## config.mk

```make
export PLATFORM = sky130hd
export DESIGN_NAME = step_gen
export DESIGN_NICKNAME = d
export VERILOG_FILES = /design/src/rtl/step_gen.sv
export SDC_FILE = /design/constraint.sdc
export NUM_CORES = 1
export LEC_CHECK = 0
export BUFFER_PORTS_ARGS = -buffer_cell sky130_fd_sc_hd__buf_4
export CORE_MARGIN = 2
export CORE_UTILIZATION = 46
export DETAILED_ROUTE_END_ITERATION = 10
export MAX_ROUTING_LAYER = met4
export PLACE_DENSITY = 0.67
export SKIP_CTS_REPAIR_TIMING = 1
export SYNTH_ARGS = -nofsm -noshare
export SYNTH_HDL_FRONTEND = slang
export SYNTH_SLANG_ARGS = --single-unit
```

## constraint.sdc

```tcl
create_clock -name clk -period 5.1 [get_ports clk]
set_clock_uncertainty 0.1 [all_clocks]
set_input_delay 0 -clock clk [delete_from_list [all_inputs] [get_ports clk]]
set_output_delay 0 -clock clk [all_outputs]
set_load 0.02 [all_outputs]
```

## src/rtl/step_gen.sv

```systemverilog
// Step/direction pulse generator: a DDA accumulator requests one step per 2^FRAC_BITS of travel.
// Define STEP_GEN_ENDSTOP_EN to add the endstop input and the sticky endstop_hit flag.

module step_gen #(
  parameter int FRAC_BITS = 32
) (
  input  logic               clk,
  input  logic               rst,
  input  logic               step_tick,
  input  logic               enable,
  input  logic signed [63:0] speed,
  input  logic [7:0]         pulse_len,
  input  logic [7:0]         dir_setup,
  input  logic               clear_flags,
`ifdef STEP_GEN_ENDSTOP_EN
  input  logic               endstop,
  output logic               endstop_hit,
`endif
  output logic               step,
  output logic               dir,
  output logic               busy,
  output logic signed [31:0] position,
  output logic               missed
);

  typedef enum logic [1:0] {S_IDLE, S_DIR_SETUP, S_PULSE, S_LOW} state_e;

  localparam logic signed [63:0] SPEED_MAX = (64'sd1 <<< FRAC_BITS) - 64'sd1;

  state_e             state_q, state_d;
  logic signed [63:0] acc_q, acc_d, speed_c;
  logic               req_q, req_d, req_dir_q, req_dir_d;
  logic               pend_valid_q, pend_valid_d, pend_dir_q, pend_dir_d;
  logic [7:0]         cnt_q, cnt_d;
  logic               step_q, step_d, dir_q, dir_d, missed_q, missed_d;
  logic signed [31:0] pos_q, pos_d;
  logic               endstop_in, req_blocked, req_v, pend_v, new_dir;
  logic [7:0]         pulse_init, setup_init;

`ifdef STEP_GEN_ENDSTOP_EN
  logic hit_q, hit_d;

  assign endstop_in = endstop;
  always_comb hit_d = (hit_q & ~clear_flags) | req_blocked;
  always_ff @(posedge clk) begin
    if (rst) hit_q <= 1'b0;
    else     hit_q <= hit_d;
  end
  assign endstop_hit = hit_q;
`else
  assign endstop_in = 1'b0;
`endif

  // Zero lengths behave as one cycle so a misprogrammed driver still gets a valid pulse.
  assign pulse_init = (pulse_len == 8'd0) ? 8'd0 : pulse_len - 8'd1;
  assign setup_init = (dir_setup == 8'd0) ? 8'd0 : dir_setup - 8'd1;

  // NOTE: every always_comb output gets a default first so no path leaves it unassigned (no latch).
  always_comb begin
    speed_c = speed;
    if (speed > SPEED_MAX)       speed_c = SPEED_MAX;
    else if (speed < -SPEED_MAX) speed_c = -SPEED_MAX;
    acc_d     = acc_q;
    req_d     = 1'b0;
    req_dir_d = speed_c[63];
    if (step_tick && enable) begin
      acc_d = acc_q + speed_c;
      req_d = (acc_d[FRAC_BITS] != acc_q[FRAC_BITS]) && (speed_c != '0);
    end
  end

  // Negative-direction work is discarded while the endstop is active.
  assign req_blocked = endstop_in && req_q && req_dir_q;
  assign req_v       = req_q && !req_blocked;
  assign pend_v      = pend_valid_q && !(endstop_in && pend_dir_q);

  always_comb begin
    state_d      = state_q;
    cnt_d        = cnt_q;
    step_d       = step_q;
    dir_d        = dir_q;
    pos_d        = pos_q;
    pend_valid_d = pend_v;
    pend_dir_d   = pend_dir_q;
    missed_d     = missed_q & ~clear_flags;
    new_dir      = dir_q;

    if (state_q != S_IDLE && req_v) begin
      if (pend_v) begin
        missed_d = 1'b1;
      end else begin
        pend_valid_d = 1'b1;
        pend_dir_d   = req_dir_q;
      end
    end

    case (state_q)
      S_IDLE: begin
        if (pend_v || req_v) begin
          new_dir = pend_v ? pend_dir_q : req_dir_q;
          if (pend_v) begin
            // Pending slot is consumed now, so a simultaneous request takes its place.
            pend_valid_d = req_v;
            pend_dir_d   = req_dir_q;
          end
          if (new_dir != dir_q) begin
            dir_d   = new_dir;
            state_d = S_DIR_SETUP;
            cnt_d   = setup_init;
          end else begin
            state_d = S_PULSE;
            step_d  = 1'b1;
            cnt_d   = pulse_init;
            pos_d   = dir_q ? pos_q - 32'sd1 : pos_q + 32'sd1;
          end
        end
      end
      S_DIR_SETUP: begin
        if (cnt_q == 8'd0) begin
          state_d = S_PULSE;
          step_d  = 1'b1;
          cnt_d   = pulse_init;
          pos_d   = dir_q ? pos_q - 32'sd1 : pos_q + 32'sd1;
        end else begin
          cnt_d = cnt_q - 8'd1;
        end
      end
      S_PULSE: begin
        if (cnt_q == 8'd0) begin
          state_d = S_LOW;
          step_d  = 1'b0;
          cnt_d   = pulse_init;
        end else begin
          cnt_d = cnt_q - 8'd1;
        end
      end
      S_LOW: begin
        if (cnt_q == 8'd0) state_d = S_IDLE;
        else               cnt_d   = cnt_q - 8'd1;
      end
      default: state_d = S_IDLE;
    endcase

    if (req_v && state_q != S_IDLE && pend_v) missed_d = 1'b1;
  end

  // NOTE: state registers use non-blocking assignments so every flop samples pre-edge values.
  always_ff @(posedge clk) begin
    if (rst) begin
      state_q      <= S_IDLE;
      acc_q        <= '0;
      req_q        <= 1'b0;
      req_dir_q    <= 1'b0;
      pend_valid_q <= 1'b0;
      pend_dir_q   <= 1'b0;
      cnt_q        <= '0;
      step_q       <= 1'b0;
      dir_q        <= 1'b0;
      pos_q        <= '0;
      missed_q     <= 1'b0;
    end else begin
      state_q      <= state_d;
      acc_q        <= acc_d;
      req_q        <= req_d;
      req_dir_q    <= req_dir_d;
      pend_valid_q <= pend_valid_d;
      pend_dir_q   <= pend_dir_d;
      cnt_q        <= cnt_d;
      step_q       <= step_d;
      dir_q        <= dir_d;
      pos_q        <= pos_d;
      missed_q     <= missed_d;
    end
  end

  assign step     = step_q;
  assign dir      = dir_q;
  assign position = pos_q;
  assign missed   = missed_q;
  assign busy     = (state_q != S_IDLE) || pend_valid_q;

endmodule

```

## Word level (Yosys, flattened, before mapping)

Index checks and enable logic that the tools add are counted.

| word-level totals | value |
|---|---|
| input port bits | 85 |
| register bits after elaboration | 113 |
| logic and storage cells | 91 |

| operators by class | value |
|---|---|
| reductions and logical operators | 21 |
| muxes and demuxes | 37 |
| $add $sub $neg | 6 |
| order comparisons | 2 |
| equality and inequality tests | 11 |
| bitwise gates (word level) | 3 |

Operators with widths:

| operator | number |
|---|---|
| 2-to-1 mux 32 bit | 4 |
| 2-to-1 mux 64 bit | 2 |
| adder 64 bit | 1 |
| > comparator 64 x 33 -> 1 bit, second input constant | 1 |
| less-than comparator 64 x 33 -> 1 bit, second input constant | 1 |
| case mux 32 bit (2 select lines) | 1 |
| nonzero test 64 bit | 1 |
| 2-to-1 mux 8 bit | 6 |
| adder 32 x 2 -> 32 bit, second input constant | 1 |
| subtractor 32 x 2 -> 32 bit, second input constant | 1 |
| logical NOT 8 bit | 3 |
| case mux 8 bit (3 select lines) | 1 |
| subtractor 8 x 1 -> 8 bit, second input constant | 3 |
| 2-to-1 mux 1 bit | 16 |
| inequality test 2 bit, second input constant | 6 |
| 2-to-1 mux 2 bit | 5 |
| case mux 2 bit (4 select lines) | 1 |
| AND reduction 4 bit | 2 |
| AND reduction 5 bit | 1 |
| equality test 2 bit, second input constant | 2 |
| logical AND 1 bit | 4 |
| nonzero test 2 bit | 2 |
| OR reduction 2 bit | 2 |
| case mux 1 bit (3 select lines) | 1 |
| 9 further kinds | 12 |

## Logic depth before layout (Yosys ltp)

| logic depth | value |
|---|---|
| depth in word-level cells | 6 |
| gate-level depth with buffers | 18 |
| depth with buffers taken out | 18 |

## Least setup slack after synthesis

No wires, ideal clock.

| timing | value |
|---|---|
| path kind | register to register |
| start point | register dir_q, in the netlist dir |
| end point | register pos_q[30], in the netlist position[30] |
| cell stages (with the launch flop) | 12 |
| setup slack | 1,237 ps |
| required time | 4,938 ps |
| buffers on the path | 0 |
| arrival | 3,701 ps |
| cells stage by stage | dfxtp_1 inv_1 fa_1 nor2b_1 o211ai_1 a31o_2 a2111oi_0 o41ai_1 o21ai_0 a31oi_1 or4_1 nand3_1 |

| between the ends | value |
|---|---|
| longest elaborated chain between the ends | 4 |

Ends and longest elaborated chain:

| element | line | text |
|---|---|---|
| start, declared | 35 | `logic step_q, step_d, dir_q, dir_d, missed_q, missed_d;` |
| start signal, assigned | 170 | `dir_q <= dir_d;` |
| 2-to-1 mux 32 bit | 114, 123 |  |
| 2-to-1 mux 32 bit | 106 | `if (new_dir != dir_q) begin` |
| 2-to-1 mux 32 bit | 99 | `if (pend_v \|\| req_v) begin` |
| case mux 32 bit (2 select lines) | 97 | `case (state_q)` |
| end signal, assigned | 171 | `pos_q <= pos_d;` |
| end, declared | 36 | `logic signed [31:0] pos_q, pos_d;` |

Several ways; a longest one is shown, not always the timed one. The select of a mux whose other input is x is not followed.
A chain may end at the register's enable or synchronous reset.

## Worst setup path after layout

| timing | value |
|---|---|
| start point | input speed[20] |
| end point | register req_q |

| between the ends | value |
|---|---|
| longest elaborated chain between the ends | 6 |

Ends and longest elaborated chain:

| element | line | text |
|---|---|---|
| start, declared | 11 | `input logic signed [63:0] speed,` |
| less-than comparator 64 x 33 -> 1 bit | 62 | `else if (speed < -SPEED_MAX) speed_c = -SPEED_MAX;` |
| 2-to-1 mux 64 bit | 62 |  |
| 2-to-1 mux 64 bit * | 61 | `if (speed > SPEED_MAX) speed_c = SPEED_MAX;` |
| adder 64 bit | 67 | `acc_d = acc_q + speed_c;` |
| inequality test 1 bit | 68 | `req_d = (acc_d[FRAC_BITS] != acc_q[FRAC_BITS]) && (speed_c != '0);` |
| logical AND 1 bit * | 68 |  |
| end signal, assigned | 164 | `req_q <= req_d;` |
| end, declared | 32 | `logic req_q, req_d, req_dir_q, req_dir_d;` |

Every way passes the cells marked *; elsewhere a longest branch is shown, timed or not.

==> reports/summary.json <==
{
  "cp_data_arrival_time": {"value": 4.38, "unit": "ns"},
  "crit_top_cell": {"value": "o21ai_0"},
  "synth_cell_type_count": {"value": 69},
  "cpMaxStageDelayCell": {"value": "nor4_1"},
  "post-route-cell-area": {"value": 8720, "unit": "µm²"},
  "period_share": {"value": 83.0, "unit": "%"},
  "grt_overflow": {"value": 0},
  "yosys_warnings": {"value": 0},
  "place_hpwl": {"value": 14500, "unit": "µm"},
  "grt_util_met1": {"value": 33.8, "unit": "%"},
  "clock_latency": {"value": 0.35, "unit": "ns"},
  "rr_startpoint": {"value": "dir"},
  "cts.htree.levels": {"value": 3},
  "layout.nets": {"value": 1264},
  "clkSlewWorstSetupHoldPaths": {"value": 0.06, "unit": "ns"},
  "dieWidth": {"value": 129, "unit": "µm"},
  "antenna_found_initial": {"value": 0},
  "pin_count": {"value": 121},
  "capturing_element_of_the_worst_setup_path": {"value": "req_q"},
  "path_max_fanout": {"value": 33},
  "syn_area": {"value": 7240, "unit": "µm²"},
  "placementRows": {"value": 45},
  "fin_hold_viols": {"value": 0},
  "flip_flop_cell_with_the_highest_count_after_synthesis": {"value": "dfxtp_1"},
  "largest_net_degree_at_the_start_of_global_routing": {"value": 73},
  "destination_of_the_worst_register_to_register_timing_path": {"value": "position[30]"},
  "routed_via_density": {"value": 5.67},
  "ant_nets": {"value": 0},
  "cp_cell_sequence": {"value": "buf_4 > nor4_1 > nand4_1 > o311ai_0 > ha_1 > buf_12 > o21ai_0 > inv_1 > fa_1 > nor2b_1 > o21ai_0 > a21o_1 > a21oi_1 > a41o_1 > a31oi_1 > o21a_1 > o211a_1 > a311oi_1"},
  "busiest_layer": {"value": "met2"},
  "synth_top_area_cell": {"value": "dfxtp_1"},
  "ctsLongestPathBuffers": {"value": 2},
  "outcome": {"value": "finished clean"},
  "use_met3": {"value": 2.60, "unit": "%"},
  "timing.critical_path.required": {"value": 5.25, "unit": "ns"},
  "synth-edff-count": {"value": 0},
  "drcViolationCount": {"value": 0},
  "drv_slew": {"value": 0},
  "min_delay_worst_type": {"value": "in2reg"},
  "drt_first_pass_iters": {"value": 4},
  "setup_repair_after_global_routing_missed_its_margin": {"value": "false"},
  "cts_num_sinks": {"value": 81},
  "critical_path.endpoint_type": {"value": "flop"},
  "worst_path_dominant_cell_family": {"value": "compound AO/OA/AOI/OAI gates"},
  "cts_inserted_buffers": {"value": 9},
  "timing.reg2reg.worst_path_depth": {"value": 12},
  "vdd.ir_drop.worst": {"value": 0.177, "unit": "mV"},
  "synthDominantCellAreaShare": {"value": 22.4, "unit": "%"},
  "placed_area": {"value": 8420, "unit": "µm²"},
  "relSlewSlack": {"value": 44.6, "unit": "%"},
  "synth_seq_area_share": {"value": 22.4, "unit": "%"},
  "cts_tree": {"value": "yes"},
  "global_route.usage.total": {"value": 24.3, "unit": "%"},
  "wirelength": {"value": 19700, "unit": "µm"},
  "multi_input_area": {"value": 5230, "unit": "µm²"},
  "worst-slew-pin-transition": {"value": 0.832, "unit": "ns"},
  "fin_tns_setup": {"value": 0, "unit": "ns"},
  "period_needed": {"value": 4.23, "unit": "ns"},
  "finish.utilization": {"value": 56.9, "unit": "%"},
  "critical_path.startpoint": {"value": "speed[20]"},
  "die_ar": {"value": 16800, "unit": "µm²"},
  "core_area": {"value": 15300, "unit": "µm²"},
  "fmax": {"value": 0.236, "unit": "GHz"},
  "n_antenna_cell": {"value": 0},
  "critical-path-max-stage-delay": {"value": 0.50, "unit": "ns"},
  "startpoint_type": {"value": "input pin"},
  "cts-root-buf": {"value": "clkbuf_16"},
  "critPathBufInv": {"value": 3},
  "effective_utilization_at_floorplan": {"value": 47.3, "unit": "%"},
  "global_route.usage.met2": {"value": 37.8, "unit": "%"},
  "first_global_vias": {"value": 6759},
  "drv.max_cap_violation_count": {"value": 0},
  "mapped_avg_cell_area": {"value": 7.31, "unit": "µm²"},
  "synthesis.nets": {"value": 1149},
  "r2r_setup_slack": {"value": 1.47, "unit": "ns"},
  "areaGrowthSynthToFinish": {"value": 20.5, "unit": "%"},
  "worst-setup-path-type": {"value": "in2reg"},
  "grt_first_pass_wirelength": {"value": 32600, "unit": "µm"},
  "placement.io_buffers": {"value": 120},
  "iter_0_drt_violations": {"value": 412},
  "synth.top_cells.by_area": {"value": "dfxtp_1 22%, ha_1 12%, a21oi_1 7.4%"},
  "n_fill_cell": {"value": 1547},
  "power.static_leakage": {"value": 0.00392, "unit": "µW"},
  "synthCells": {"value": 990},
  "gp_routability_congestion": {"value": 0.906},
  "final_layout_size_suffix_gt1_share": {"value": 14.9, "unit": "%"},
  "vias": {"value": 7491},
  "worstSetupPathDepth": {"value": 18},
  "ff_latch_area": {"value": 1620, "unit": "µm²"},
  "async_reset_ff_share": {"value": 0, "unit": "%"},
  "floorplan.die.height": {"value": 129, "unit": "µm"},
  "power_density_over_cell_area": {"value": 332, "unit": "nW/µm²"},
  "setup-violations-final": {"value": 0},
  "wl_per_cell": {"value": 14.9, "unit": "µm"},
  "ys_top_cells_by_count": {"value": "122 x nand2_1, 107 x a21oi_1, 83 x o21ai_0, 81 x dfxtp_1, 72 x ha_1"},
  "synth.ff_latch_count": {"value": 81},
  "synth_most_common_cell": {"value": "nand2_1"}
}
==> tightest hold or removal path: stages <==
cell and delay (ns):
buf_4 0.10, nor3_1 0.05, a21oi_1 0.11, o211ai_1 0.09, o21ai_0 0.08, nor2_1 0.04
==> routing by layer <==
metal / wire (µm) / part of all wire, %
met3: 629 / 3.2
met2: 8960 / 45
met5: 0 / 0
met1: 9870 / 50
met4: 248 / 1.3
==> worst min path at each step <==
stage / from / to / slack, ns / cells after the start
2_1_floorplan: clear_flags / missed / 0.08 / 3
3_3_place_gp: clear_flags / missed / 0.21 / 4
3_5_place_dp: clear_flags / missed / 0.21 / 4
4_1_cts: clear_flags / missed / -0.14 / 4
5_1_grt: speed[63] / req_dir_q / 0.10 / 4
6_report: pulse_len[0] / cnt_q[0] / 0.07 / 6
==> cell families (layout without fill, tap and decap cells) <==
| family | after synthesis | in the layout | synth area share (%) |
|---|---|---|---|
| DFF | 81 | 81 | 22.4 |
| muxes | 4 | 4 | 0.622 |
| xor gates and xnor gates | 61 | 61 | 7.38 |
| adders and majority gates | 74 | 74 | 13.0 |
| buffers and inverters | 104 | 224 | 5.41 |
| and+or+nand+nor | 335 | 335 | 22.7 |
| AOI/OAI and AO/OA | 331 | 331 | 28.5 |
==> sequential cells by signal, indices dropped and copies added (netlist names) <==
signal	flops
state_q	2
cnt_q	8
pend_v	1
missed	1
step	1
req_dir_q	1
acc_q	32
pend_dir_q	1
dir	1
position	32
req_q	1
==> cell usage in the layout, fill, tap and decap left out, types with 11 or more instances in the layout <==
cell / count
nand4_1: 19
nor3_1: 23
o21bai_1: 11
a21oi_1: 107
o21ai_0: 82
inv_1: 69
a21o_1: 30
a211oi_1: 16
xor2_1: 24
nor4_1: 23
dfxtp_1: 81
nand2_1: 122
o21a_1: 13
xnor2_1: 37
o211ai_1: 11
buf_4: 136
nand3_1: 23
ha_1: 72
nor2_1: 59
==> cell type report <==
cell class                      instances  share of cell area (%)
Clock inverter                          7                   0.631
Clock buffer                            9                    2.58
Tap cell                              211                    3.03
Multi-Input combinational cell        805                    60.0
Timing Repair Buffer                  139                    12.2
Inverter                               69                    2.97
Sequential cell                        81                    18.6
==> report_power, final <==
group / total [µW] / leakage [µW] / switching [µW] / internal (µW)
clock network: 626 / 0.000132 / 292 / 333
registers: 807 / 0.000661 / 81.6 / 726
logic: 1460 / 0.00312 / 852 / 609
total: 2890 / 0.00392 / 1230 / 1670
==> per-stage QoR <==
step | total power, µW | std cells | hold slack, ns | setup WS, ns
after global placement | 2260 | 1303 | 0.211 | 0.587
after detailed placement | 2270 | 1303 | 0.206 | 0.561
after global routing | 3120 | 1321 | 0.105 | 0.365
after floorplan | 1870 | 990 | 0.0758 | 1.24
final | 2890 | 1321 | 0.0701 | 0.867
after CTS | 2910 | 1319 | -0.144 | 0.899
No activity file was read; power rests on OpenSTA's default activity.
